$ cat src/rtl/eq_ctrl_pkg.sv
// Shared defaults and types for the equalizer tap sequencer and its coefficient bank.
package eq_ctrl_pkg;

    localparam int NTAPS_DEF   = 4;
    localparam int TAP_W_DEF   = 16;
    localparam int TAP_LAT_DEF = 1;

    typedef enum logic [1:0] {
        IDLE    = 2'd0,
        ISSUE   = 2'd1,
        DRAIN   = 2'd2,
        PENDING = 2'd3
    } eq_seq_state_t;

    typedef logic [TAP_W_DEF-1:0] coef_t;

endpackage

$ cat src/rtl/eq_tap_sequencer_bank.sv
// Double-buffered coefficient register file: shadow is written tap by tap,
// active is replaced as a whole on swap and read combinationally.
module eq_coef_bank #(
    parameter int NTAPS = 4,
    parameter int TAP_W = 16
) (
    input  logic             clk,
    input  logic             reset,
    input  logic             wr_en,
    input  logic [7:0]       wr_idx,
    input  logic [TAP_W-1:0] wr_data,
    input  logic             swap,
    input  logic [7:0]       rd_idx,
    output logic [TAP_W-1:0] rd_data
);

    logic [TAP_W-1:0] shadow [NTAPS];
    logic [TAP_W-1:0] active [NTAPS];

    always_ff @(posedge clk or negedge reset) begin
        if (!reset) begin
            for (int i = 0; i < NTAPS; i++) begin
                shadow[i] <= '0;
                active[i] <= '0;
            end
        end else begin
            for (int i = 0; i < NTAPS; i++) begin
                if (wr_en && (wr_idx == 8'(i))) shadow[i] <= wr_data;
                if (swap)                       active[i] <= shadow[i];
            end
        end
    end

    // Indices at or beyond NTAPS read as zero.
    always_comb begin
        rd_data = '0;
        for (int i = 0; i < NTAPS; i++) begin
            if (rd_idx == 8'(i)) rd_data = active[i];
        end
    end

endmodule

$ cat src/rtl/eq_tap_sequencer.sv
// Walks the tap generator on every eqVal change, fills the shadow bank and
// swaps it into the FIR only on a sample boundary.
//
// state   | meaning
// IDLE    | active bank matches loaded_eq, watching eqVal
// ISSUE   | driving tapnum 0..NTAPS-1, one per cycle
// DRAIN   | waiting TAP_LAT cycles for the last captures
// PENDING | shadow complete, waiting for sample_strobe to swap
module eq_tap_sequencer
    import eq_ctrl_pkg::*;
#(
    parameter int NTAPS   = NTAPS_DEF,
    parameter int TAP_W   = TAP_W_DEF,
    parameter int TAP_LAT = TAP_LAT_DEF
) (
    input  logic             clk,
    input  logic             reset,
    input  logic [7:0]       eqVal,
    output logic [7:0]       tapnum,
    input  logic [TAP_W-1:0] desiredTap,
    input  logic             sample_strobe,
    input  logic [7:0]       coef_rd_idx,
    output logic [TAP_W-1:0] coef_rd_data,
    output logic             busy,
    output logic             cfg_swapped,
    output logic [7:0]       active_eq
);

    eq_seq_state_t state, state_nx;
    logic [7:0]    k, k_nx;
    logic [1:0]    drain_cnt, drain_cnt_nx;
    logic [7:0]    req_eq, req_eq_nx;
    logic [7:0]    loaded_eq, loaded_eq_nx;
    logic          force_load, force_load_nx;
    logic [7:0]    active_eq_nx;
    logic          cfg_swapped_nx;
    logic          abort, issue, flush, swap;
    logic          cap_vld, wr_en;
    logic [7:0]    cap_idx;

    always_ff @(posedge clk or negedge reset) begin
        if (!reset) begin
            state       <= IDLE;
            k           <= '0;
            drain_cnt   <= '0;
            req_eq      <= '0;
            loaded_eq   <= '0;
            force_load  <= 1'b1;
            active_eq   <= '0;
            cfg_swapped <= 1'b0;
        end else begin
            state       <= state_nx;
            k           <= k_nx;
            drain_cnt   <= drain_cnt_nx;
            req_eq      <= req_eq_nx;
            loaded_eq   <= loaded_eq_nx;
            force_load  <= force_load_nx;
            active_eq   <= active_eq_nx;
            cfg_swapped <= cfg_swapped_nx;
        end
    end

    // Returning to loaded_eq while PENDING is not an abort: the swap completes
    // and IDLE then reloads, which lands on the same bank contents.
    assign abort = ((state == ISSUE || state == DRAIN) && (eqVal != req_eq)) ||
                   ((state == PENDING) && (eqVal != req_eq) && (eqVal != loaded_eq));

    always_comb begin
        state_nx       = state;
        k_nx           = k;
        drain_cnt_nx   = drain_cnt;
        req_eq_nx      = req_eq;
        loaded_eq_nx   = loaded_eq;
        force_load_nx  = force_load;
        active_eq_nx   = active_eq;
        cfg_swapped_nx = 1'b0;
        issue          = 1'b0;
        flush          = 1'b0;
        swap           = 1'b0;
        tapnum         = '0;
        busy           = (state != IDLE);

        if (abort) begin
            flush     = 1'b1;
            req_eq_nx = eqVal;
            k_nx      = '0;
            state_nx  = ISSUE;
            if (state == ISSUE) tapnum = k;
        end else begin
            case (state)
                IDLE: begin
                    if (force_load || (eqVal != loaded_eq)) begin
                        req_eq_nx     = eqVal;
                        force_load_nx = 1'b0;
                        k_nx          = '0;
                        state_nx      = ISSUE;
                    end
                end
                ISSUE: begin
                    tapnum = k;
                    issue  = 1'b1;
                    if (k == 8'(NTAPS - 1)) begin
                        k_nx         = '0;
                        drain_cnt_nx = 2'(TAP_LAT - 1);
                        state_nx     = (TAP_LAT > 0) ? DRAIN : PENDING;
                    end else begin
                        k_nx = k + 8'd1;
                    end
                end
                DRAIN: begin
                    if (drain_cnt == 2'd0) state_nx = PENDING;
                    else                   drain_cnt_nx = drain_cnt - 2'd1;
                end
                PENDING: begin
                    if (sample_strobe) begin
                        swap           = 1'b1;
                        cfg_swapped_nx = 1'b1;
                        active_eq_nx   = req_eq;
                        loaded_eq_nx   = req_eq;
                        state_nx       = IDLE;
                    end
                end
                default: state_nx = IDLE;
            endcase
        end
    end

    generate
        if (TAP_LAT == 0) begin : g_nolat
            assign cap_vld = issue;
            assign cap_idx = k;
        end else begin : g_lat
            logic       vld_dl [TAP_LAT];
            logic [7:0] idx_dl [TAP_LAT];

            always_ff @(posedge clk or negedge reset) begin
                if (!reset) begin
                    for (int i = 0; i < TAP_LAT; i++) begin
                        vld_dl[i] <= 1'b0;
                        idx_dl[i] <= '0;
                    end
                end else if (flush) begin
                    for (int i = 0; i < TAP_LAT; i++) vld_dl[i] <= 1'b0;
                end else begin
                    vld_dl[0] <= issue;
                    idx_dl[0] <= k;
                    for (int i = 1; i < TAP_LAT; i++) begin
                        vld_dl[i] <= vld_dl[i-1];
                        idx_dl[i] <= idx_dl[i-1];
                    end
                end
            end

            assign cap_vld = vld_dl[TAP_LAT-1];
            assign cap_idx = idx_dl[TAP_LAT-1];
        end
    endgenerate

    assign wr_en = cap_vld && !flush;

    eq_coef_bank #(
        .NTAPS (NTAPS),
        .TAP_W (TAP_W)
    ) u_bank (
        .clk     (clk),
        .reset   (reset),
        .wr_en   (wr_en),
        .wr_idx  (cap_idx),
        .wr_data (desiredTap),
        .swap    (swap),
        .rd_idx  (coef_rd_idx),
        .rd_data (coef_rd_data)
    );

endmodule

$ cat config.mk
export PLATFORM = sky130hd
export DESIGN_NAME = eq_tap_sequencer
export DESIGN_NICKNAME = d
export VERILOG_FILES = /design/src/rtl/eq_ctrl_pkg.sv /design/src/rtl/eq_tap_sequencer_bank.sv /design/src/rtl/eq_tap_sequencer.sv
export SDC_FILE = /design/constraint.sdc
export NUM_CORES = 1
export LEC_CHECK = 0
export ABC_AREA = 1
export CAP_MARGIN = 20
export CORE_MARGIN = 2
export CORE_UTILIZATION = 25
export CTS_CLUSTER_DIAMETER = 30
export CTS_CLUSTER_SIZE = 8
export DETAILED_ROUTE_END_ITERATION = 10
export GPL_ROUTABILITY_DRIVEN = 0
export HOLD_SLACK_MARGIN = 0.03
export PLACE_DENSITY = 0.47
export SYNTH_ARGS = -nofsm -noshare
export SYNTH_HDL_FRONTEND = slang
export SYNTH_HIERARCHICAL = 1
export SYNTH_SLANG_ARGS = --single-unit
$ cat constraint.sdc
create_clock -name clk -period 2.46 [get_ports clk]
set_input_delay 0.369 -clock clk [delete_from_list [all_inputs] [get_ports clk]]
set_output_delay 0.369 -clock clk [all_outputs]
set_load 0.05 [all_outputs]
# After elaboration in Yosys (flattened, before gate mapping)
# Cells that the tools add are included.
[totals]
register_bits = 167
latch_bits = 0
ramBits = 0
romBits = 0
input_bits = 35
output_inout_bits = 34
word_cells = 93
mem_count = 0
[op_classes]
add_sub_neg = 2
mul = 0
div_mod_pow = 0
magnitude_cmp = 0
eq_ne = 18
shifts = 0
muxes = 28
bitwise_logic = 1
n_reduce_logical = 27
[ops]
columns = ["op", "n"]
rows = [
  ["2-to-1 mux 16 bit", 4],
  ["2-to-1 mux 8 bit", 7],
  ["== test 8 x 2 -> 1 bit, second input constant", 5],
  ["== test 8 x 1 -> 1 bit, second input constant", 2],
  ["zero test 8 bit", 2],
  ["inequality test 8 bit", 2],
  ["one-hot mux 8 bit (2 select lines)", 1],
  ["2-to-1 mux 2 bit", 7],
  ["adder 8 x 1 -> 8 bit, second input constant", 1],
  ["logical AND 1 bit", 8],
  ["one-hot mux 2 bit (4 select lines)", 1],
  ["AND reduction 4 bit", 2],
  ["nonzero test 2 bit", 4],
  ["2-to-1 mux 1 bit", 7],
  ["inequality test 3 x 2 -> 1 bit, second input constant", 2],
  ["inequality test 3 bit, second input constant", 2],
  ["AND reduction 3 bit", 2],
  ["== test 2 bit, second input constant", 2],
  ["zero test 2 bit", 2],
  ["one-hot mux 2 bit (2 select lines)", 1],
  ["AND reduction 2 bit", 2],
  ["logical OR 1 bit", 3],
  ["nonzero test 3 bit", 1],
  ["== test 2 x 1 -> 1 bit, second input constant", 1],
  ["other kinds (5)", 5],
]

# Depth between registers and ports, before layout
[logic_depth]
ltp_word = 8
mapped_depth = 17
ltp_nobuf = 15

# By module
# Netlist, hierarchy kept.
[by_module_without_submodules]
columns = ["mod", "n_inst", "cells_each", "area_each_um2", "seq_area_each_um2"]
rows = [
  ["eq_coef_bank", 1, 530, 5500.3, 3203.1],
  ["eq_tap_sequencer", 1, 320, 2468.6, 977.2],
]

# Worst setup path before layout
# OpenSTA, ideal clock, no wires.
[synth_timing]
path_kind = "flip-flop to flip-flop"
startpoint = "register loaded_eq[6]"
endpoint = "register u_bank/active[0] in the netlist's numbering"
setup_ns = 0.125
arrival_ns = 2.368
required_ns = 2.335
slack_ns = -0.033
stages_incl_launch_ff = 14
path_buffers = 3
period_less_slack_ns = 2.493
cell_sequence = "dfrtp_1 xnor2_1 nand2_1 nor2_2 nand2_2 nand2_2 nand2_4 nand2_8 nand2_8 buf_8 inv_1 buf_2 buf_2 mux2_2"
[synth_between]
elab_chain_cells = 4
[synth_rtl]
columns = ["item", "line", "source"]
rows = [
  ["from (decl)", "eq_tap_sequencer.sv:33", "logic [7:0] loaded_eq, loaded_eq_nx;"],
  ["from (signal assigned)", "eq_tap_sequencer.sv:56", "loaded_eq <= loaded_eq_nx;"],
  ["inequality test 8 bit", "eq_tap_sequencer.sv:66", "((state == PENDING) && (eqVal != req_eq) && (eqVal != loaded_eq));"],
  ["logical AND 1 bit", "eq_tap_sequencer.sv:66", ""],
  ["logical OR 1 bit", "eq_tap_sequencer.sv:65", "assign abort = ((state == ISSUE || state == DRAIN) && (eqVal != req_eq)) ||"],
  ["2-to-1 mux 1 bit", "--", ""],
  ["named net cfg_swapped_nx", "eq_tap_sequencer.sv:36", "logic cfg_swapped_nx;"],
  ["to (signal, indexed assignment)", "eq_tap_sequencer_bank.sv:29", "if (swap) active[i] <= shadow[i];"],
  ["to (decl)", "eq_tap_sequencer_bank.sv:18", "logic [TAP_W-1:0] active [NTAPS];"],
]
# The timed path passes the listed nets, and every way through them passes these cells.
# A chain may end at the register's enable or synchronous reset.

# Worst setup path after layout
[layout_timing]
startpoint = "input coef_rd_idx[7]"
endpoint = "output coef_rd_data[13]"
[layout_between]
elab_chain_cells = 5
elab_cells_between_ends = 8
classes_between = "eq/ne (3); mux (4); reduce/logical (1)"
[layout_rtl]
columns = ["item", "line", "source"]
rows = [
  ["from (decl)", "eq_tap_sequencer.sv:22", "input logic [7:0] coef_rd_idx,"],
  ["zero test 8 bit", "eq_tap_sequencer_bank.sv:38", "if (rd_idx == 8'(i)) rd_data = active[i];"],
  ["2-to-1 mux 16 bit (3 in series)", "eq_tap_sequencer_bank.sv:38", ""],
  ["2-to-1 mux 16 bit *", "eq_tap_sequencer_bank.sv:38", ""],
  ["to (decl)", "eq_tap_sequencer.sv:23", "output logic [TAP_W-1:0] coef_rd_data,"],
]
# Mark *: on every way between the ends. The rest lies on a longest branch, timed or not.

==> summary.md <==
| Metric | Value |
|---|---|
| Max Transition Viols Final | `0` |
| Vias in the first global route | `5,985` |
| All-Layer GR Usage | `0.129` |
| Yosys top cell by area | `dfrtp_1` |
| Startpoint Class | `primary input` |
| Slew headroom | `0.591` |
| Router iterations before antenna repair | `4` |
| Leak Pwr | `between 4 and 5 nW` |
| Clock net sink count | `167` |
| Outcome | `finished, final reports clean` |
| Min-delay worst type | `in -> async` |
| Core area | `0.0315 mm²` |
| Layout cells sized above 1 | `0.222` |
| Num ports | `69` |
| Worst EP arrival | `around 1.9 ns` |
| Worst Path Max Fanout | `32` |
| IO buf count | `68` |
| Critical path's slowest cell | `clkdlybuf4s50_1` |
| Fin util | `0.322` |
| DRC errors left | `0` |
| List of most frequent post-synthesis cells | `nand2_1, dfrtp_1, nand3_1, mux2_2, inv_1` |
| Synth Warn # | `6` |
| Setup slack after layout | `0.182 ns` |
| Prevailing post-synth register cell | `dfrtp_1` |
| Die area | `0.0333 mm²` |
| Synthesized instance count | `850` |
| Number of synthesized flops with an enable pin | `0` |
| Pre-CTS setup slack | `-0.111 ns` |
| Drt total wl | `20.2 mm` |
| First-pass GRT wire length | `33.2 mm` |
| Slowest cell delay on critical path | `0.45 ns` |
| Area after DPL | `0.00954 mm²` |
| Clk slew on worst S/H paths | `roughly 0.07 ns` |
| Period minus WS final | `2.28 ns` |
| Worst skew pair latency | `0.44 ns` |
| Die Y | `183 µm` |
| Setup Skew | `0.0160 ns` |
| CP endpoint kind | `primary output` |
| Starting density of the core | `0.253` |
| DR vias/cell | `4.38` |
| Max Cap Viol | `0` |
| FP Rows | `65` |
| Post-synthesis cell type count | `32` |
| VDD IR max | `roughly 0.00054 V` |
| Area of the mapped netlist | `approximately 0.008 mm²` |
| Critical path, cell by cell | `clkdlybuf4s50_1 > nor2_1 > nand2_1 > inv_1 > buf_12 > nand3_1 > nand4_1 > buf_12` |
| Fmax | `roughly 440 MHz` |
| Top-count cell post-synth | `nand2_1` |
| H-tree depth | `4` |
| Reg2reg setup slack | `0.41 ns` |
| Initial DRC count | `388` |
| Antenna-violating nets left | `0` |
| Detailed Place HPWL | `13.4 mm` |
| Register area share after synthesis | `0.525` |
| Crit Reg-Reg Startpoint | `req_eq[5]` |
| Die width | `183 µm` |
| Post-route design area | `0.0101 mm²` |
| Initial antenna violation count | `1` |
| Syn nets | `891` |
| CTS root buf | `clkbuf_16` |
| Routed vias | `5,908` |
| RSZ-0062 raised after global routing | `false` |
| P&R area growth vs syn | `27.3%` |
| Register bit total from synthesis | `about 170` |
| Crit-path most repeated cell | `buf_12` |
| Worst-Margin Slew | `approximately 0.6 ns` |
| Final period util | `0.926` |
| Worst reg2reg path depth | `14` |
| Reg-to-Reg End | `u_bank/shadow[55]` |
| WP data required | `2.09 ns` |
| Wirelength per Cell | `15.0 µm` |
| Crit Path Class | `in -> out` |
| CTS tree | `done` |
| CTS Buffer Depth | `2` |
| Top cells by area, synth | `dfrtp_1, nand2_1, mux2_2` |
| Power Density | `a little under 800 mW/mm²` |
| Synth async-reset ratio | `1.00` |
| # setup viols final | `0` |
| Largest net degree at the start of global routing | `between 50 and 60` |
| Yosys top cell area share | `0.521` |
| Final hold vios | `0` |
| Fillers | `3,251` |
| Layout Nets | `975` |
| Setup TNS | `0 ns` |
| CTS buffer count | `17` |
| Remaining global-route overflow | `0` |
| Synth Area per Inst | `9.38 µm²` |
==> worst max-delay path: cells and delay by family <==
kind	cells	cell delay, ns
and+or+nand+nor	4	0.54
buffers and inverters	4	0.98
==> worst max-delay path by stage <==
stage,depth (start not counted),from,endpoint,slack (ns)
2_1_floorplan,14,loaded_eq[2],u_bank/active[0],0.0007
3_3_place_gp,15,eqVal[4],u_bank/active[17],-0.1
3_5_place_dp,14,eqVal[1],u_bank/shadow[55],-0.11
4_1_cts,8,coef_rd_idx[7],coef_rd_data[15],0.13
5_1_grt,8,coef_rd_idx[4],coef_rd_data[15],0.07
6_report,8,coef_rd_idx[7],coef_rd_data[13],0.18
==> placed cells by master (no fill, tap or decap), types with 2 or more instances in the layout <==
master / count
clkinv_8: 3
clkdlybuf4s50_1: 42
nand2_2: 3
mux2_2: 64
clkbuf_16: 17
inv_6: 2
buf_12: 35
o21ai_2: 16
xor2_1: 2
nand2_4: 9
o21ai_1: 9
nand2_8: 3
ha_1: 6
nand3_1: 113
clkinv_4: 3
nor2_4: 5
xnor2_1: 8
inv_1: 58
dfrtp_1: 160
nor2_1: 25
dfrtp_2: 6
buf_4: 22
o21ai_0: 4
inv_2: 3
nand4_1: 29
inv_8: 5
clkinv_1: 2
nor2_2: 7
nand2_1: 275
==> routing by layer <==
| metal | GRT usage | vias to the layer above | part of all wire |
|---|---|---|---|
| met3 | 0.0279 | 16 | 0.033 |
| met2 | 0.210 | 90 | 0.47 |
| met5 | 0 | - | 0 |
| li1 | - | 2936 | - |
| met1 | 0.172 | 2866 | 0.48 |
| met4 | 0.0387 | 0 | 0.014 |
==> power by group <==
part / total (mW) / switching (mW) / internal [mW]
Clock: 2.67 / 1.28 / 1.39
Combinational: 1.93 / 1.27 / 0.659
Sequential: 3.43 / 0.255 / 3.17
==> state kept, by name (all words and copies together), names as in the netlist <==
name and flops:
k 8, cap_vld 1, cap_idx 8, u_bank/shadow 64, req_eq 8, u_bank/active 64, drain_cnt 2, loaded_eq 8
state 2, force_load 1, cfg_swapped 1
==> logic make-up after synthesis <==
kind of cell / count (synthesis) / share of synthesized area
flip-flops: 167 / 0.525
multiplexers: 64 / 0.0904
buffers and inverters: 100 / 0.0612
AND/OR/NAND/NOR: 473 / 0.277
AO/OA/AOI/OAI: 30 / 0.0265
XOR/XNOR: 10 / 0.0110
adder cells (fa/ha/maj): 6 / 0.00942
==> per-stage QoR <==
stage | cells | hold slack [ns] | power (mW)
after global routing | 1350 | 0.435 | 8.55
after detailed placement | 1316 | 0.334 | 5.45
final | 1350 | 0.425 | 8.03
after CTS | 1349 | 0.423 | 8.16
after floorplan | 850 | 0.0734 | 4.81
after global placement | 1316 | 0.334 | 5.42
==> timing repair <==
action,CTS,global route
hold buffers,1,0
resized for setup,1,0
setup buffers,0,0
endpoints found under the setup margin,1,0
hold endpoints to repair,36,0
==> area by class of cell <==
| cell class | count | area [µm²] | share of cell area |
|---|---|---|---|
| Clock inverter | 14 | 156 | 0.0154 |
| Sequential cell | 167 | 4190 | 0.413 |
| Clock buffer | 18 | 439 | 0.0433 |
| Antenna cell | 1 | 2.50 | 0.000247 |
| Inverter | 63 | 236 | 0.0233 |
| Multi-Input combinational cell | 583 | 3300 | 0.325 |
| Tap cell | 402 | 503 | 0.0496 |
| Timing Repair Buffer | 102 | 1320 | 0.130 |
Note: power is estimated with default switching activity, not from simulation.
==> edit 1 (config.mk and constraints unchanged) <==
`TAP_LAT_DEF`: 1 -> 2.
--- a/src/rtl/eq_ctrl_pkg.sv
+++ b/src/rtl/eq_ctrl_pkg.sv
@@ -3,7 +3,7 @@
 
     localparam int NTAPS_DEF   = 4;
     localparam int TAP_W_DEF   = 16;
-    localparam int TAP_LAT_DEF = 1;
+    localparam int TAP_LAT_DEF = 2;
 
     typedef enum logic [1:0] {
         IDLE    = 2'd0,
Behaviour: not the same (a bounded check fails within 10 cycles, from zero or initial values and one cycle with reset low).
==> edit 1 against the original RTL <==
Count of clock-buffer cells in the layout up 2. Fmax up 0.41%. Largest power group unchanged. Sequential cell count up 9. Setup slack better by 9.4 ps. Wire length down 0.37%. Critical path depth unchanged. Power up 21%. Cell area up 0.93%. Synthesized area up 1.6%. Utilization about the same.
==> edit 1: results (changes against the original RTL) <==
.. list-table::
   :header-rows: 1

   * - Metric
     - Value
   * - Post-synthesis mux area share
     - 8.90% (-0.15 points)
   * - Comb power
     - 2.94 mW (+52%)
   * - Worst vdd ir
     - 0.597 mV (+10%)
   * - Full die area
     - 33900 µm² (+1.6%)
   * - Mean instance size in the synthesized netlist
     - 9.34 µm² (-0.36%)
   * - Total power of the final layout
     - 9.68 mW (+21%)
   * - Total routing usage reported by global routing
     - 12.8% (-0.071 points)
   * - Arithmetic-cell share of the synthesized area counting full adders, half adders and majority gates
     - 0.927% (-0.015 points)
   * - Nets
     - 988 (+1.3%)
   * - Detailed router's first-iteration violation count
     - 347 (-11%)
   * - Final WL
     - 20200 µm (-0.37%)
   * - Cell types with the largest area share after synthesis
     - sky130_fd_sc_hd__dfrtp_1, sky130_fd_sc_hd__nand2_1, sky130_fd_sc_hd__mux2_2
   * - Static leakage
     - 5.04 nW (+1.7%)
   * - Total inserted antenna cells
     - 0 (-1)
   * - Critical R2R Launch
     - req_eq[7]
   * - R2R Path End
     - u_bank/shadow[62]
   * - Xor and xnor fraction of the mapped netlist area
     - 1.08% (-0.018 points)
   * - Final clock skew
     - 13.0 ps (-3.01 ps)
   * - Fill cell instance count of the final layout
     - 3320 (+2.1%)
   * - Final critical-path required period
     - 2270 ps (-9.41 ps)
   * - Max-Slew Margin vs Limit
     - 61.5% (+2.4 points)
   * - Pre-antenna DRT Iters
     - 7 (+3)
   * - Cell types with the highest counts after synthesis
     - sky130_fd_sc_hd__nand2_1, sky130_fd_sc_hd__dfrtp_1, sky130_fd_sc_hd__nand3_1
   * - Post-detailed-placement half-perimeter wirelength
     - 13500 µm (+1.0%)
   * - Number of global-route vias before repair
     - 6176 (+3.2%)
   * - Worst hold slack
     - 465 ps (+40.6 ps)
   * - Fraction of power spent switching nets
     - 35.7% (+0.73 points)
   * - First-pass GRT wire length
     - 33800 µm (+2.0%)
   * - Critical Path End
     - coef_rd_data[12]
   * - Post-Place Cells
     - 1329 (+0.99%)
   * - Total via count after detailed routing
     - 6005 (+1.6%)
   * - Compound-gate portion of the synthesized area
     - 1.75% (-0.91 points)
   * - Layout cell share with drive strength beyond 1
     - 18.7% (-3.5 points)
   * - Logic depth of the worst register-to-register path
     - 14 (unchanged)
   * - Run status
     - complete, no violations
   * - Mean number of vias per cell
     - 4.41 (+0.82%)
   * - Placement Cell Area
     - 9660 µm² (+1.4%)
   * - Sequential area share after synthesis
     - 54.4% (+1.9 points)
   * - Clock network power
     - 2.63 mW (-1%)
   * - Worst min path class
     - reg -> reg
   * - Pre-CTS setup slack
     - -114 ps (-3.20 ps)
   * - Net Count, Synth
     - 908 (+1.9%)
## edit 1: cell count changes after synthesis, moves of 9 or more
cell / change
sky130_fd_sc_hd__o21ai_1: +9
sky130_fd_sc_hd__dfrtp_1: +9
sky130_fd_sc_hd__nand2_1: +11
sky130_fd_sc_hd__nand4_1: -12
sky130_fd_sc_hd__nand3_1: +14
sky130_fd_sc_hd__o21ai_2: -16
## edit 1: layout make-up
| cell class | count | area, µm² | share of cell area (%) |
|---|---|---|---|
| repair buffers | 102 | 1330 | 13.0 |
| multi-input cells | 594 | 3220 | 31.5 |
| clock buffers | 20 | 457 | 4.46 |
| well taps | 402 | 503 | 4.91 |
| inverters | 56 | 210 | 2.05 |
| clock inverters | 11 | 106 | 1.04 |
| flip-flops and latches | 176 | 4410 | 43.1 |
## edit 1: layer usage
layer,track usage (%),vias up,wire [µm]
met5,0,-,0
met4,3.97,0,279
met3,2.54,18,615
met2,21.6,88,9790
met1,16.6,2919,9470
li1,-,2980,-
==> edit 2 (same flow settings) <==
Without the edit above. Register the input `desiredTap` before use, cleared by the reset. The logic sees it one clock later. The other inputs are not delayed to match.
--- a/src/rtl/eq_tap_sequencer.sv
+++ b/src/rtl/eq_tap_sequencer.sv
@@ -25,6 +25,16 @@
     output logic             cfg_swapped,
     output logic [7:0]       active_eq
 );
+
+    logic [TAP_W-1:0] desiredTap_q;
+
+    always_ff @(posedge clk or negedge reset) begin
+        if (!reset) begin
+            desiredTap_q <= '0;
+        end else begin
+            desiredTap_q <= desiredTap;
+        end
+    end
 
     eq_seq_state_t state, state_nx;
     logic [7:0]    k, k_nx;
@@ -166,7 +176,7 @@
         .reset   (reset),
         .wr_en   (wr_en),
         .wr_idx  (cap_idx),
-        .wr_data (desiredTap),
+        .wr_data (desiredTap_q),
         .swap    (swap),
         .rd_idx  (coef_rd_idx),
         .rd_data (coef_rd_data)
Formal check against the unedited RTL: not equivalent (a bounded check fails within 10 cycles, from zero or initial values and one cycle with reset low).
==> edit 2 against the original RTL <==
Sequential cell count increased by 16. Fmax increased by 2.4%. Sequential share of layout area increased by 2.6 points. Register-to-register slack improved by 20 ps. Count of clock-buffer cells in the layout increased by 1. Clock power increased by 11%. Utilization about the same. Synthesized area increased by 2.6%. Wire length about the same. Combinational power decreased by 9.8%. Power increased by 4.3%. Cell area increased by 2.9%. Setup slack improved by 54 ps. Largest power group unchanged.
==> edit 2: results (changes against the original RTL) <==
.. list-table::
   :header-rows: 1

   * - Metric
     - Value
   * - Run status
     - complete, no violations
   * - Unique masters post-synth
     - 34 (+6.3%)
   * - Clock network power
     - 2.96 mW (+11%)
   * - Met2 Usage GRT
     - 20.7% (-0.36 points)
   * - Logic depth of the worst register-to-register path
     - 12 (-2)
   * - Fraction of power spent switching nets
     - 32.0% (-3.0 points)
   * - Met1 usage
     - 17.0% (-0.19 points)
   * - Nets
     - 958 (-1.7%)
   * - Mean instance size in the synthesized netlist
     - 9.78 µm² (+4.3%)
   * - Critical R2R Launch
     - loaded_eq[7]
   * - Static leakage
     - 5.09 nW (+2.7%)
   * - Worst hold slack
     - 362 ps (-63.2 ps)
   * - Initial antenna violation count
     - 0 (-1)
   * - Worst vdd ir
     - 0.503 mV (-6.8%)
   * - Maximum number of pins on one net before global-route repair
     - 63 (+17%)
   * - Power in sequential cells
     - 3.68 mW (+7.3%)
   * - Detailed router's first-iteration violation count
     - 284 (-27%)
   * - Total via count after detailed routing
     - 5845 (-1.1%)
   * - Slew @ Worst Pin
     - 645 ps (+33.1 ps)
   * - Sequential area share after synthesis
     - 56.0% (+3.6 points)
   * - Compound-gate portion of the synthesized area
     - 2.34% (-0.31 points)
   * - Layout Cells excl Fill
     - 1372 (+1.6%)
   * - Fill cell instance count of the final layout
     - 3383 (+4.1%)
   * - Cell types with the largest area share after synthesis
     - sky130_fd_sc_hd__dfrtp_1, sky130_fd_sc_hd__nand2_1, sky130_fd_sc_hd__mux2_2
   * - Xor and xnor fraction of the mapped netlist area
     - 1.18% (+0.079 points)
   * - Metal2 WL
     - 9530 µm (-0.66%)
   * - Cell types with the highest counts after synthesis
     - sky130_fd_sc_hd__nand2_1, sky130_fd_sc_hd__dfrtp_1, sky130_fd_sc_hd__nand3_1
   * - Sw power
     - 2.68 mW (-4.6%)
   * - Post-detailed-placement half-perimeter wirelength
     - 13300 µm (-0.51%)
   * - Sum of routed wire segments on met1
     - 9760 µm (+0.85%)
   * - Worst min path class
     - in -> reg
   * - Post-synthesis mux area share
     - 8.81% (-0.23 points)
   * - Layout cell share with drive strength beyond 1
     - 20.4% (-1.7 points)
   * - Net Count, Synth
     - 877 (-1.6%)
   * - R2R Path End
     - u_bank/shadow[39]
   * - Biggest registers after layout
     - u_bank/active (64), u_bank/shadow (64), desiredTap_q (16)
edit 2: cell count changes in the layout (fill, tap and decap cells not counted), sizes merged, moves of 5 or more:
cell / unedited run / this run
dfrtp: 166 / 182
clkinv: 8 / 3
nand3: 114 / 122
nand2: 290 / 271
inv: 68 / 60
nand4: 30 / 21
edit 2: timing repair:
item / 4_1_cts / 5_1_grt
hold buffers: 1 / 0
setup endpoints to repair: 1 / 1
pin swaps: 0 / 1
buffers inserted: 0 / 0
hold endpoints to repair: 57 / 0
resized for setup: 1 / 1
cloned: 0 / 0
edit 2: cell families after synthesis:
group,count (synthesis)
xor gates and xnor gates,11
and+or+nand+nor,451
adders and majority gates,6
AOI/OAI and AO/OA,31
DFF,183
muxes,64
buffers and inverters,90
edit 2: area by class of cell:
cell class                 count  area, µm²  area share [%]
clock buffer                  19        453            4.34
inverter                      53        199            1.91
tap                          442        553            5.30
timing repair buffer          99       1310            12.5
clock inverter                13        183            1.75
multi-input combinational    563       3160            30.2
sequential                   183       4580            43.9
